### config.mk
export PLATFORM = sky130hd
export DESIGN_NAME = lsu_mem_master
export DESIGN_NICKNAME = d
export VERILOG_FILES = /design/src/rtl/lsu_pkg.sv /design/src/rtl/lsu_align.sv /design/src/rtl/lsu_mem_master.sv
export SDC_FILE = /design/constraint.sdc
export NUM_CORES = 1
export LEC_CHECK = 0
export BUFFER_PORTS_ARGS = -buffer_cell sky130_fd_sc_hd__buf_2
export CORE_MARGIN = 2
export CORE_UTILIZATION = 38
export DETAILED_ROUTE_END_ITERATION = 12
export SLEW_MARGIN = 0
export SYNTH_ARGS = -nofsm -noshare
export SYNTH_HDL_FRONTEND = slang
export SYNTH_SLANG_ARGS = --single-unit
### constraint.sdc
create_clock -name clk -period 2.9 [get_ports clk]
set_clock_uncertainty 0.15 [all_clocks]
set_input_delay 0.87 -clock clk [delete_from_list [all_inputs] [get_ports clk]]
set_output_delay 0.87 -clock clk [all_outputs]
set_load 0.1 [all_outputs]
### src/rtl/lsu_pkg.sv
// Shared types and helpers for the load/store unit memory master.
// Size encodings follow the execute-stage request format; size 3 is never legal.
package lsu_pkg;

  localparam int LSU_WIDTH = 32;

  typedef enum logic [1:0] {
    SZ_BYTE = 2'd0,
    SZ_HALF = 2'd1,
    SZ_WORD = 2'd2
  } mem_size_t;

  typedef enum logic [1:0] {
    ST_IDLE = 2'd0,
    ST_RD   = 2'd1,
    ST_WR   = 2'd2,
    ST_RESP = 2'd3
  } lsu_state_t;

  function automatic logic is_misaligned(input logic [1:0] size, input logic [1:0] addr_lo);
    logic mis;
    case (size)
      SZ_BYTE: mis = 1'b0;
      SZ_HALF: mis = addr_lo[0];
      SZ_WORD: mis = (addr_lo != 2'b00);
      default: mis = 1'b1;
    endcase
    return mis;
  endfunction

endpackage

### src/rtl/lsu_align.sv
// Byte-lane steering: extracts/extends load lanes from a bus word and
// merges sub-word store data into a previously read word.
module lsu_align
  import lsu_pkg::*;
(
  input  logic [LSU_WIDTH-1:0] i_word,
  input  logic [LSU_WIDTH-1:0] i_wdata,
  input  logic [1:0]           i_addr_lo,
  input  logic [1:0]           i_size,
  input  logic                 i_signed,
  output logic [LSU_WIDTH-1:0] o_load_data,
  output logic [LSU_WIDTH-1:0] o_merge_data
);

  logic [7:0]  w_byte;
  logic [15:0] w_half;

  always_comb begin
    w_byte = i_word[{i_addr_lo, 3'b000} +: 8];
    w_half = i_addr_lo[1] ? i_word[31:16] : i_word[15:0];

    case (i_size)
      SZ_BYTE: o_load_data = {{24{i_signed & w_byte[7]}}, w_byte};
      SZ_HALF: o_load_data = {{16{i_signed & w_half[15]}}, w_half};
      default: o_load_data = i_word;
    endcase

    // Untouched lanes keep the old word so the full-word write is a true RMW.
    o_merge_data = i_word;
    case (i_size)
      SZ_BYTE: o_merge_data[{i_addr_lo, 3'b000} +: 8] = i_wdata[7:0];
      SZ_HALF: begin
        if (i_addr_lo[1]) o_merge_data[31:16] = i_wdata[15:0];
        else              o_merge_data[15:0]  = i_wdata[15:0];
      end
      default: o_merge_data = i_wdata;
    endcase
  end

endmodule

### src/rtl/lsu_mem_master.sv
// Word-bus initiator for execute-stage loads/stores: word-aligned transfers,
// read-modify-write for sub-word stores, misalignment and timeout errors.
module lsu_mem_master
  import lsu_pkg::*;
#(
  parameter int WIDTH          = 32,
  parameter int TIMEOUT_CYCLES = 0
) (
  input  logic             clk,
  input  logic             rst,
  input  logic             req_valid,
  output logic             req_ready,
  input  logic             req_write,
  input  logic [1:0]       req_size,
  input  logic             req_signed,
  input  logic [WIDTH-1:0] req_addr,
  input  logic [WIDTH-1:0] req_wdata,
  output logic             resp_valid,
  output logic             resp_err,
  output logic [WIDTH-1:0] resp_rdata,
  output logic [WIDTH-1:0] mem_addr,
  output logic [WIDTH-1:0] mem_wdata,
  output logic             mem_wstrobe,
  input  logic [WIDTH-1:0] mem_rdata,
  input  logic             mem_done,
  output lsu_state_t       dbg_state
);

  localparam int CNT_W = (TIMEOUT_CYCLES > 1) ? $clog2(TIMEOUT_CYCLES) : 1;
  localparam logic [CNT_W-1:0] CNT_LIMIT =
    (TIMEOUT_CYCLES > 0) ? CNT_W'(TIMEOUT_CYCLES - 1) : '0;

  lsu_state_t       r_state;
  logic             r_write;
  logic [1:0]       r_size;
  logic             r_signed;
  logic [1:0]       r_addr_lo;
  logic [WIDTH-1:0] r_wdata;
  logic [CNT_W-1:0] r_cnt;

  logic             r_req_ready;
  logic             r_resp_valid;
  logic             r_resp_err;
  logic [WIDTH-1:0] r_resp_rdata;
  logic [WIDTH-1:0] r_mem_addr;
  logic [WIDTH-1:0] r_mem_wdata;
  logic             r_mem_wstrobe;

  logic [WIDTH-1:0] w_load_data;
  logic [WIDTH-1:0] w_merge_data;
  logic             w_misaligned;
  logic             w_timeout;

  lsu_align u_align (
    .i_word      (mem_rdata),
    .i_wdata     (r_wdata),
    .i_addr_lo   (r_addr_lo),
    .i_size      (r_size),
    .i_signed    (r_signed),
    .o_load_data (w_load_data),
    .o_merge_data(w_merge_data)
  );

  always_comb begin
    w_misaligned = is_misaligned(req_size, req_addr[1:0]);
    // A completing mem_done in the limit cycle takes priority over the timeout.
    w_timeout    = (TIMEOUT_CYCLES > 0) && !mem_done && (r_cnt == CNT_LIMIT);
  end

  // Request handshake: a request transfers on a rising edge where req_valid
  // and req_ready are both high; req_ready is high only in IDLE, so inputs are
  // ignored while a transaction is in flight. Responses cannot be stalled.
  always_ff @(posedge clk) begin
    if (rst) begin
      r_state       <= ST_IDLE;
      r_write       <= 1'b0;
      r_size        <= 2'd0;
      r_signed      <= 1'b0;
      r_addr_lo     <= 2'd0;
      r_wdata       <= '0;
      r_cnt         <= '0;
      r_req_ready   <= 1'b1;
      r_resp_valid  <= 1'b0;
      r_resp_err    <= 1'b0;
      r_resp_rdata  <= '0;
      r_mem_addr    <= '0;
      r_mem_wdata   <= '0;
      r_mem_wstrobe <= 1'b0;
    end else begin
      case (r_state)
        ST_IDLE: begin
          if (req_valid) begin
            r_write     <= req_write;
            r_size      <= req_size;
            r_signed    <= req_signed;
            r_addr_lo   <= req_addr[1:0];
            r_wdata     <= req_wdata;
            r_cnt       <= '0;
            r_req_ready <= 1'b0;
            if (w_misaligned) begin
              r_state      <= ST_RESP;
              r_resp_valid <= 1'b1;
              r_resp_err   <= 1'b1;
              r_resp_rdata <= '0;
            end else if (!req_write || (req_size != SZ_WORD)) begin
              r_state    <= ST_RD;
              r_mem_addr <= {req_addr[WIDTH-1:2], 2'b00};
            end else begin
              r_state       <= ST_WR;
              r_mem_addr    <= {req_addr[WIDTH-1:2], 2'b00};
              r_mem_wdata   <= req_wdata;
              r_mem_wstrobe <= 1'b1;
            end
          end
        end

        ST_RD: begin
          if (mem_done) begin
            r_cnt <= '0;
            if (!r_write) begin
              r_state      <= ST_RESP;
              r_resp_valid <= 1'b1;
              r_resp_err   <= 1'b0;
              r_resp_rdata <= w_load_data;
              r_mem_addr   <= '0;
            end else begin
              r_state       <= ST_WR;
              r_mem_wdata   <= w_merge_data;
              r_mem_wstrobe <= 1'b1;
            end
          end else if (w_timeout) begin
            r_state      <= ST_RESP;
            r_resp_valid <= 1'b1;
            r_resp_err   <= 1'b1;
            r_resp_rdata <= '0;
            r_mem_addr   <= '0;
          end else if (TIMEOUT_CYCLES > 0) begin
            r_cnt <= r_cnt + CNT_W'(1);
          end
        end

        ST_WR: begin
          if (mem_done || w_timeout) begin
            r_state       <= ST_RESP;
            r_resp_valid  <= 1'b1;
            r_resp_err    <= !mem_done;
            r_resp_rdata  <= '0;
            r_mem_addr    <= '0;
            r_mem_wdata   <= '0;
            r_mem_wstrobe <= 1'b0;
          end else if (TIMEOUT_CYCLES > 0) begin
            r_cnt <= r_cnt + CNT_W'(1);
          end
        end

        default: begin
          r_state      <= ST_IDLE;
          r_req_ready  <= 1'b1;
          r_resp_valid <= 1'b0;
          r_resp_err   <= 1'b0;
          r_resp_rdata <= '0;
        end
      endcase
    end
  end

  assign req_ready   = r_req_ready;
  assign resp_valid  = r_resp_valid;
  assign resp_err    = r_resp_err;
  assign resp_rdata  = r_resp_rdata;
  assign mem_addr    = r_mem_addr;
  assign mem_wdata   = r_mem_wdata;
  assign mem_wstrobe = r_mem_wstrobe;
  assign dbg_state   = r_state;

endmodule

==> results.md, run 1 <==
- Crit-path leading delay family: compound AO/OA/AOI/OAI gates
- Worst Hold Class: flip-flop to flip-flop
- Register area: 2765 um2
- IO Port Bufs: 203
- Setup Slack @ Placement: between 0.3 and 0.4 ns
- Post CTS Setup Buffer Count: 0
- Ys Warns: 0
- Die ar.: between 20,000 and 25,000 um2
- CTS buffer count: 17
- Finished Core Util: 47.97%
- Final Hold Vio Count: 0
- Crit-path cells: buf_4 -> buf_4 -> mux2i_1 -> mux2i_1 -> a21o_1 -> a32o_1
- Worst Path Buf+Inv: 2
- Post-layout min period: roughly 2.5 ns
- Layout cells sized above 1: between 30% and 40%
- Seq/Total Area, Yosys: between 30% and 40%
- Worst setup EP type: flip-flop
- Nets@finish: 1,199
- Maximum vdd drop: 0.8641 mV
- Prevailing post-synth register cell: dfxtp_1
- TritonCTS Sinks: approximately 140
- Initial antenna violation count: 1
- Global-route wire length before repair: 41.12 mm
- Slowest-stage cell, CP: mux2i_1
- Vias/cell: 5.787
- Netlist Area Pre-Place: ~8000 um2
- Cell count after synthesis: around 930
- Worst-path clk slew: ~0.06 ns
- RSZ-0062 raised after global routing: false
- EDFF count, synth: 0
- Via count of the first global-routing pass: 7,206
- Syn Area/Cell: 8.435 um2
- RD Place Congestion: 0.9251
- Number of remaining DRC errors: 0
- Compound-cell area share of the yosys netlist: 30.98%
- Critical Path Source Type: flip-flop
- Post-route ant nets: 0
- Initial Util: 38.73%
- Fin. max-slew vios: 0
- Final setup fails: 0
- Fmax: 393.3 MHz
- WL final: approximately 27 mm
- Synth unique cells: 61
- CTS Root Cell: clkbuf_16
- Placed inst area: slightly above 9000 um2
- CP required: 3.07 ns
- Post-synthesis adder-cell area fraction: under 10%
- Ant. Diodes: 0
- Count of hold buffers inserted by post-cts repair: 0
- Clock Tree Buf Depth: 2
- Mux contribution to synthesized area: 5.269%
- CP max stage delay: between 0.4 and 0.5 ns
- Crit Path Max Fanout: 27
- Clock latency on the worst-skew pair: around 0.43 ns
- Fill cells: 2,020
- Max Cap Viol: 0
- Die width: 147.6 um
- Combinational family with the most area after synthesis: compound AO/OA/AOI/OAI gates
- CTS tree: yes
- Cts repair resizes: 0
- I/O pins: 206
- Status: finished, final reports clean
- First-pass DRT Iterations: 5
- Fin area: just under 10,000 um2
- Total Power: around 11 mW
- CP Class: flip-flop to flip-flop
- PwrDens: approximately 1200 nW/um2
- HPWL Detailed: about 19 mm
- P&R area growth vs syn: 23.87%
- Flop and latch count out of synthesis: between 100 and 150
- Overflow after GRT: 0
- P_leak: approximately 3.8 nW
- Async set-reset flop share out of synthesis: 0%
- Worst setup margin: around 0.36 ns
- Fin Setup TNS: 0 ns
- Slew HR: 45.21%
- DR WL/cell: 19.56 um
- Initial DRC Count: approximately 740
- Cell row count: 52
- Die Height: around 150 um
- Via count: about 7.9k
- Fin crit share: between 80 and 90%
- All-Layer GR Usage: around a quarter
- Post-synthesis simple-gate area fraction: between 10% and 20%
- Worst EP arrival: between 2 and 3 ns
- Largest net degree at the start of global routing: 49
- Synth Area in XOR/XNOR: 0%
- Worst-Margin Slew: ~0.81 ns
- Core ar.: approximately 20,000 um2
- # H-tree levels: 4
- Area of the multi-input gates: ~4500 um2
final timing paths:
path,endpoint,cells past startpoint,slack (ns),startpoint
max,resp_rdata[18],6,0.36,r_addr_lo[1]
min,r_wdata[23],2,0.31,r_wdata[23]
max reg2reg,resp_rdata[18],6,0.36,r_addr_lo[1]
min reg2reg,r_wdata[23],2,0.31,r_wdata[23]
power by group:
group / switching, mW / total, mW / internal, mW / leakage (nW)
sequential: 0.322 / 2.65 / 2.33 / 1.12
clock: 0.905 / 2.40 / 1.49 / 0.306
combinational: 4.74 / 6.17 / 1.44 / 2.40
total: 5.96 / 11.2 / 5.26 / 3.83
cell usage in the layout, fill, tap and decap left out, types with 17 or more instances in the layout:
cell | netlist | final
a32o_1 | 32 | 32
mux2i_1 | 30 | 30
nand2_1 | 137 | 137
nand2b_1 | 28 | 28
a311oi_2 | 30 | 30
nand4_1 | 38 | 38
buf_4 | 7 | 34
o31ai_1 | 33 | 32
dfxtp_1 | 138 | 136
nor2b_1 | 36 | 35
inv_1 | 21 | 21
buf_2 | 25 | 202
a21oi_1 | 103 | 103
clkbuf_16 | 0 | 17
o21ai_0 | 44 | 44
stage by stage:
step | cells | hold WS [ns]
2_1_floorplan | 930 | 0.2865
3_3_place_gp | 1337 | 0.2926
3_5_place_dp | 1337 | 0.2989
4_1_cts | 1369 | 0.3083
5_1_grt | 1369 | 0.3307
6_report | 1369 | 0.3071
routing by layer:
layer	share of wire, %	global-route usage [%]
met5	0	0
met4	1.8	6.538
met3	8.2	5.802
met2	45	36.95
met1	45	33.33
cell type report:
class	count	share of cell area (%)
well taps	270	3.480
repair buffers	240	13.87
multi-input cells	666	46.64
clock buffers	19	4.666
inverters	23	0.8894
clock inverters	13	1.972
flip-flops and latches	138	28.49
synth_stat cells, types with 9 or more instances:
cell type	instances	share of area, %
a32o_1	32	4.1
buf_2	25	1.6
mux2i_1	30	3.8
o22ai_1	10	0.80
dfxtp_1	138	35
a311oi_2	30	5.7
a21oi_1	103	6.6
o21ai_0	44	2.8
clkbuf_1	56	2.7
inv_1	21	1.0
ha_1	9	1.4
nand2b_1	28	2.2
o31ai_1	33	3.2
nand4_1	38	3.0
nand2_1	137	6.6
and2_1	9	0.72
nor2b_1	36	2.9
sequential cells by signal (all words and copies together), names as in the netlist, 2 cells and up:
register,cells
resp_rdata,32
r_addr_lo,2
mem_wdata,32
mem_addr,30
r_wdata,32
dbg_state,2
r_size,2
logic make-up after synthesis:
group | after synthesis
AND/OR/NAND/NOR | 290
other | 1
AO/OA/AOI/OAI | 326
flip-flops | 138
adder cells (fa/ha/maj) | 9
multiplexers | 39
buffers and inverters | 126
worst min-delay path, stage by stage (launching register included):
cell	delay, ns
dfxtp_1	0.31
nand2_1	0.05
a21oi_1	0.05
(Power assumes the default switching activity.)
==> run 2: changes to the inputs <==
Settings changed: ABC_AREA from default to 1.
==> run 2 against run 1 <==
Net effect:
- setup slack gained 0.058 ns
- synthesized area fell by 1.6%
- sequential cell count is the same
- design area shrank 3.2%
- register-to-register slack improved by 0.06 ns
- critical endpoint is now mem_wdata[23]
- sequential share of layout area is 0.90 points higher
- via count grew 6.3%
- clock-buffer cell count is 2 lower
- critical path depth rose by 3
- worst hold slack better by 0.015 ns
- core utilization shrank 1.1 points
==> results.md, run 2 <==
- Status: finished, final reports clean
- Yosys top cell area share: 35.84% (+0.58 points)
- Initial antenna violation count: 0 (-1)
- Initial Util: 38.47% (-0.26 points)
- CP required: 3.13 ns (+0.06 ns)
- Vias/cell: 5.152 (-11%)
- WL final: 26.73 mm (-0.19%)
- Via count: 8,419 (+6.3%)
- Die ar.: 21,440 um2 (-1.6%)
- Clock latency on the worst-skew pair: 0.44 ns (about the same)
- RSZ-0062 raised after global routing: false
- Global-route track usage on met1: 34.64% (+1.3 points)
- Post-synthesis simple-gate area fraction: 25.37% (+5.8 points)
- Syn Area/Cell: 6.483 um2 (-23%)
- Worst EP arrival: 2.71 ns (about the same)
- Layout cells sized above 1: 20.91% (-9.8 points)
- Core ar.: 20,040 um2 (-0.96%)
- # H-tree levels: 4 (unchanged)
- Mux contribution to synthesized area: 0% (-5.3 points)
- Post CTS Setup Buffer Count: 0 (unchanged)
- Via count of the first global-routing pass: 7,540 (+4.6%)
- TritonCTS Sinks: 138 (unchanged)
- EDFF count, synth: 0 (unchanged)
- HPWL Detailed: 19.54 mm (+1.9%)
- IO Port Bufs: 203 (unchanged)
- Fin Setup TNS: 0 ns (unchanged)
- Cell count after synthesis: 1,189 (+28%)
- Die width: 146.4 um (-0.79%)
- Cts repair resizes: 0 (unchanged)
- Fin area: 9400 um2 (-3.2%)
- Crit Path Max Fanout: 10 (-63%)
- Flop and latch count out of synthesis: 138 (unchanged)
- P&R area growth vs syn: 21.94%
- Fmax: 402.5 MHz (+2.3%)
- Final setup fails: 0 (unchanged)
- Compound-cell area share of the yosys netlist: 26.02% (-5.0 points)
- RD Place Congestion: 0.9941 (+7.5%)
- Post-route ant nets: 0 (unchanged)
- I/O pins: 206 (unchanged)
- Met3 GRT Util: 4.594% (-1.2 points)
- Layer with the highest usage: met2
- Ys Warns: 0 (unchanged)
- Netlist Area Pre-Place: 7709 um2 (-1.6%)
- Final Hold Vio Count: 0 (unchanged)
- Synth Area in XOR/XNOR: 0% (unchanged)
- CTS buffer count: 17 (unchanged)
- Fin crit share: 85.67% (-2.0 points)
- Commonest non-fill, non-tap cell in the layout: nand2_1
- Setup Slack @ Placement: 0.4121 ns (+0.01347 ns)
- Synth unique cells: 32 (-48%)
- Worst-path clk slew: 0.07 ns (about the same)
- Area leader, netlist: dfxtp_1
- CTS tree: yes
- Worst Hold Class: flip-flop to flip-flop
- CP Class: flip-flop to flip-flop
- Commonest cells in the netlist: nand2_1 (218), a21oi_1 (207), o21ai_0 (148)
- Number of remaining DRC errors: 0 (unchanged)
- Largest net degree at the start of global routing: 57 (+16%)
- Worst setup EP type: flip-flop
- Overflow after GRT: 0 (unchanged)
- Synth top area cells: dfxtp_1 (36%), a21oi_1 (13%), nand2_1 (11%), o21ai_0 (9.6%), nand3_1 (6.9%)
- Prevailing post-synth register cell: dfxtp_1
- All-Layer GR Usage: 24.52% (+0.62 points)
- Met2 Use GR: 37.78% (+0.83 points)
- Worst-Margin Slew: 0.5575 ns (-0.2529 ns)
- Critical Path Source Type: flip-flop
- CTS Root Cell: clkbuf_16
- First-pass DRT Iterations: 5 (unchanged)
- Max Cap Viol: 0 (unchanged)
- Placed inst area: 8820 um2 (-2.7%)
- Clock Tree Buf Depth: 2 (unchanged)
- Post-layout min period: 2.485 ns (-0.05788 ns)
- DR WL/cell: 16.36 um (-16%)
- Slew HR: 62.70% (+17 points)
- Nets@finish: 1,463 (+22%)
- Die Height: 146.4 um (-0.79%)
- Async set-reset flop share out of synthesis: 0% (unchanged)
- Initial DRC Count: 636 (-14%)
- Count leader, synth: nand2_1
- Leading cell types in the layout, fill and taps excluded: nand2_1 (218), a21oi_1 (207), buf_2 (203)
- Global-route wire length before repair: 41.78 mm (+1.6%)
- Fin. max-slew vios: 0 (unchanged)
- Count of hold buffers inserted by post-cts repair: 0 (unchanged)
- Cell row count: 52 (unchanged)
- Combinational family with the most area after synthesis: compound AO/OA/AOI/OAI gates
- Worst setup margin: 0.4155 ns (+0.05788 ns)
- Post-synthesis adder-cell area fraction: 1.461% (+0.024 points)
- Finished Core Util: 46.91% (-1.1 points)
- Seq/Total Area, Yosys: 35.84% (+0.58 points)
run 2: critical path, stage by stage, from the launching register on:
cell and delay (ns):
dfxtp_1 0.33, inv_1 0.16, ha_1 0.54, inv_1 0.23
nor2_2 0.32, nand2_1 0.17, a21o_1 0.19, a21oi_1 0.18
nor2_1 0.07, nor2_1 0.09
run 2: cell families after synthesis:
logic type               Yosys count
AO/OA/AOI/OAI                    393
AND/OR/NAND/NOR                  457
other                              1
buffers and inverters            191
flip-flops                       138
adder cells (fa/ha/maj)            9
run 2: layout make-up:
class / instances / area (um2)
Multi-Input combinational cell: 861 / 4081
Clock inverter: 15 / 152.6
Inverter: 103 / 389.1
Antenna cell: 1 / 2.502
Fill cell: 2177 / 10640
Clock buffer: 17 / 425.4
Sequential cell: 138 / 2763
Timing Repair Buffer: 229 / 1249
Tap cell: 270 / 337.8
run 2: through the flow:
step	cells	hold WS, ns
3_3_place_gp	1601	0.3080
3_5_place_dp	1601	0.3145
4_1_cts	1633	0.3250
2_1_floorplan	1190	0.2995
6_report	1634	0.3225
5_1_grt	1633	0.3489
run 2: worst paths after layout:
path,endpoint,slack [ns],cells past startpoint,start
max,mem_wdata[23],0.42,9,r_addr_lo[0]
min,mem_addr[26],0.32,2,mem_addr[26]
max reg2reg,mem_wdata[23],0.42,9,r_addr_lo[0]
min reg2reg,mem_addr[26],0.32,2,mem_addr[26]
run 2: layer usage:
metal | vias to the layer above | wire [um]
met2 | 303 | 11880
met1 | 3818 | 12460
met5 | - | 0
li1 | 4265 | -
met3 | 33 | 1817
met4 | 0 | 576
Power of run 2 is not shown: default switching activity piles up to over one toggle a cycle in this logic, so the estimate is an artifact.
==> run 3: changes to the inputs <==
Settings changed: ABC_CLOCK_PERIOD_IN_PS from default to 2900, BUFFER_PORTS_ARGS -buffer_cell sky130_fd_sc_hd__buf_2 to default, DONT_BUFFER_PORTS from default to 1.
==> run 3 against run 2 <==
Net effect:
- maximum frequency up 6.2%
- sequential share of layout area increased by 0.94 points
- global-route usage down 0.72 points
- clock-buffer cell count is 1 higher
- routed wire length decreased by 3.5%
- register-to-register slack improved by 0.14 ns
- worst hold slack worse by 0.0022 ns
- via count down 4.9%
- cell count decreased by 6.7%
- non-clock buffer count decreased by 108
- sequential cell count unchanged
==> results.md, run 3 (same netlist as run 2, synthesis figures left out) <==
- Layout Cells excl Fill: 1,525 (-6.7%)
- # H-tree levels: 4 (unchanged)
- Initial DRC Count: 762 (+20%)
- FF-to-FF setup slack: 0.56 ns (+0.14 ns)
- Reg2reg start: dbg_state[0]
- Die ar.: 21,440 um2 (unchanged)
- RSZ-0062 raised after global routing: false
- Slew HR: 54.68% (-8.0 points)
- Hold depth: 2 (unchanged)
- CP Class: flip-flop to flip-flop
- DR WL/cell: 16.92 um (+3.4%)
- Worst-Margin Slew: 0.6782 ns (+0.1207 ns)
- Critical Path Source Type: flip-flop
- Worst hold endpoint: mem_addr[26]
- IO Port Bufs: 0 (-100%)
- Commonest non-fill, non-tap cell in the layout: nand2_1
- Ant. Diodes: 0 (-1)
- Post-route ant nets: 0 (unchanged)
- Post CTS Setup Buffer Count: 0 (unchanged)
- Placed insts: 1,493 (-6.7%)
- Fin crit share: 80.69% (-5.0 points)
- Overflow after GRT: 0 (unchanged)
- Reg2reg end: mem_addr[31]
- Leading cell types in the layout, fill and taps excluded: nand2_1 (218), a21oi_1 (207), o21ai_0 (148)
- Final Hold Vio Count: 0 (unchanged)
- Vias/cell: 5.249 (+1.9%)
- Worst setup EP type: flip-flop
- CTS buffer count: 17 (unchanged)
- Crit Path Max Fanout: 30 (+20)
- Largest net degree at the start of global routing: 66 (+16%)
- Cell row count: 52 (unchanged)
- CTS tree: yes
- Worst Hold Class: flip-flop to flip-flop
- Clock latency on the worst-skew pair: 0.43 ns (about the same)
- RD Place Congestion: 0.9617 (-3.3%)
- CTS Root Cell: clkbuf_16
- Hold path start: mem_addr[26]
- WL final: 25.80 mm (-3.5%)
- Die Height: 146.4 um (unchanged)
- Fin. max-slew vios: 0 (unchanged)
- Fin Setup TNS: 0 ns (unchanged)
- Cts repair resizes: 0 (unchanged)
- Die width: 146.4 um (unchanged)
- Max Cap Viol: 0 (unchanged)
- Count of hold buffers inserted by post-cts repair: 0 (unchanged)
- First-pass DRT Iterations: 5 (unchanged)
- Global-route wire length before repair: 40.33 mm (-3.5%)
- Initial antenna violation count: 0 (unchanged)
- I/O pins: 206 (unchanged)
- Nets@finish: 1,355 (-7.4%)
- Worst reg-to-reg path cell count: 9 (unchanged)
- CP required: 3.12 ns (about the same)
- Final setup fails: 0 (unchanged)
- TritonCTS Sinks: 138 (unchanged)
- Fmax: 427.3 MHz (+6.2%)
- Finished Core Util: 45.45% (-1.5 points)
- Clock Tree Buf Depth: 2 (unchanged)
- All-Layer GR Usage: 23.80% (-0.72 points)
- Post-layout min period: 2.340 ns (-0.1445 ns)
- Hold WS: 0.3203 ns (-0.002162 ns)
- Area of the multi-input gates: 4081 um2 (unchanged)
- Worst-path clk slew: 0.07 ns (about the same)
- Worst EP arrival: 2.56 ns (-0.15 ns)
- Status: finished, final reports clean
- Core ar.: 20,040 um2 (unchanged)
- P&R area growth vs syn: 18.16%
- Number of remaining DRC errors: 0 (unchanged)
- HPWL Detailed: 18.86 mm (-3.5%)
- Via count: 8,004 (-4.9%)
- Layout cells sized above 1: 14.10% (-6.8 points)
- Fill cells: 2,155 (-1.0%)
- Initial Util: 38.47% (unchanged)
- Via count of the first global-routing pass: 7,220 (-4.2%)
- Register area: 2763 um2 (unchanged)
[run 3: worst max-delay path by stage]
stage                 startpoint      endpoint  cells past startpoint
global placement        mem_done  mem_addr[31]                      8
CTS                 dbg_state[0]  mem_addr[21]                      9
detailed placement      mem_done  mem_addr[21]                      8
floorplan           dbg_state[1]  mem_wdata[4]                     10
global route        dbg_state[0]  mem_addr[12]                      9
finish              dbg_state[0]  mem_addr[31]                      9
[run 3: cell type report]
type                       instances  share of cell area, %
clock buffer                      18                  4.821
clock inverter                    14                  1.676
inverter                         103                  4.272
multi-input combinational        861                  44.81
sequential                       138                  30.33
tap                              270                  3.709
timing repair buffer             121                  10.38
[run 3: metal layers]
layer | up-vias | global-route usage [%] | part of all wire (%)
met5 | - | 0 | 0
met1 | 3614 | 32.03 | 44
li1 | 4039 | - | -
met3 | 45 | 7.813 | 9.7
met4 | 0 | 8.447 | 2.4
met2 | 306 | 35.78 | 44
[run 3: critical path, cell delays in order (launching register included)]
cell and delay, ns:
dfxtp_1 0.39, inv_1 0.09, ha_1 0.32, nand2_4 0.12, nand3_4 0.11, nor2_4 0.13
nand2_1 0.11, nor2_4 0.53, nand3_1 0.15, a21oi_1 0.16
[run 3: metrics by stage]
stage / setup WS (ns) / area (um2)
after detailed placement: 0.4289 / 8517
after global placement: 0.4718 / 8517
after CTS: 0.5404 / 9109
after floorplan: 0.2882 / 7712
final: 0.5599 / 9109
after global routing: 0.2616 / 9109
Power of run 3 is left out for the same reason.
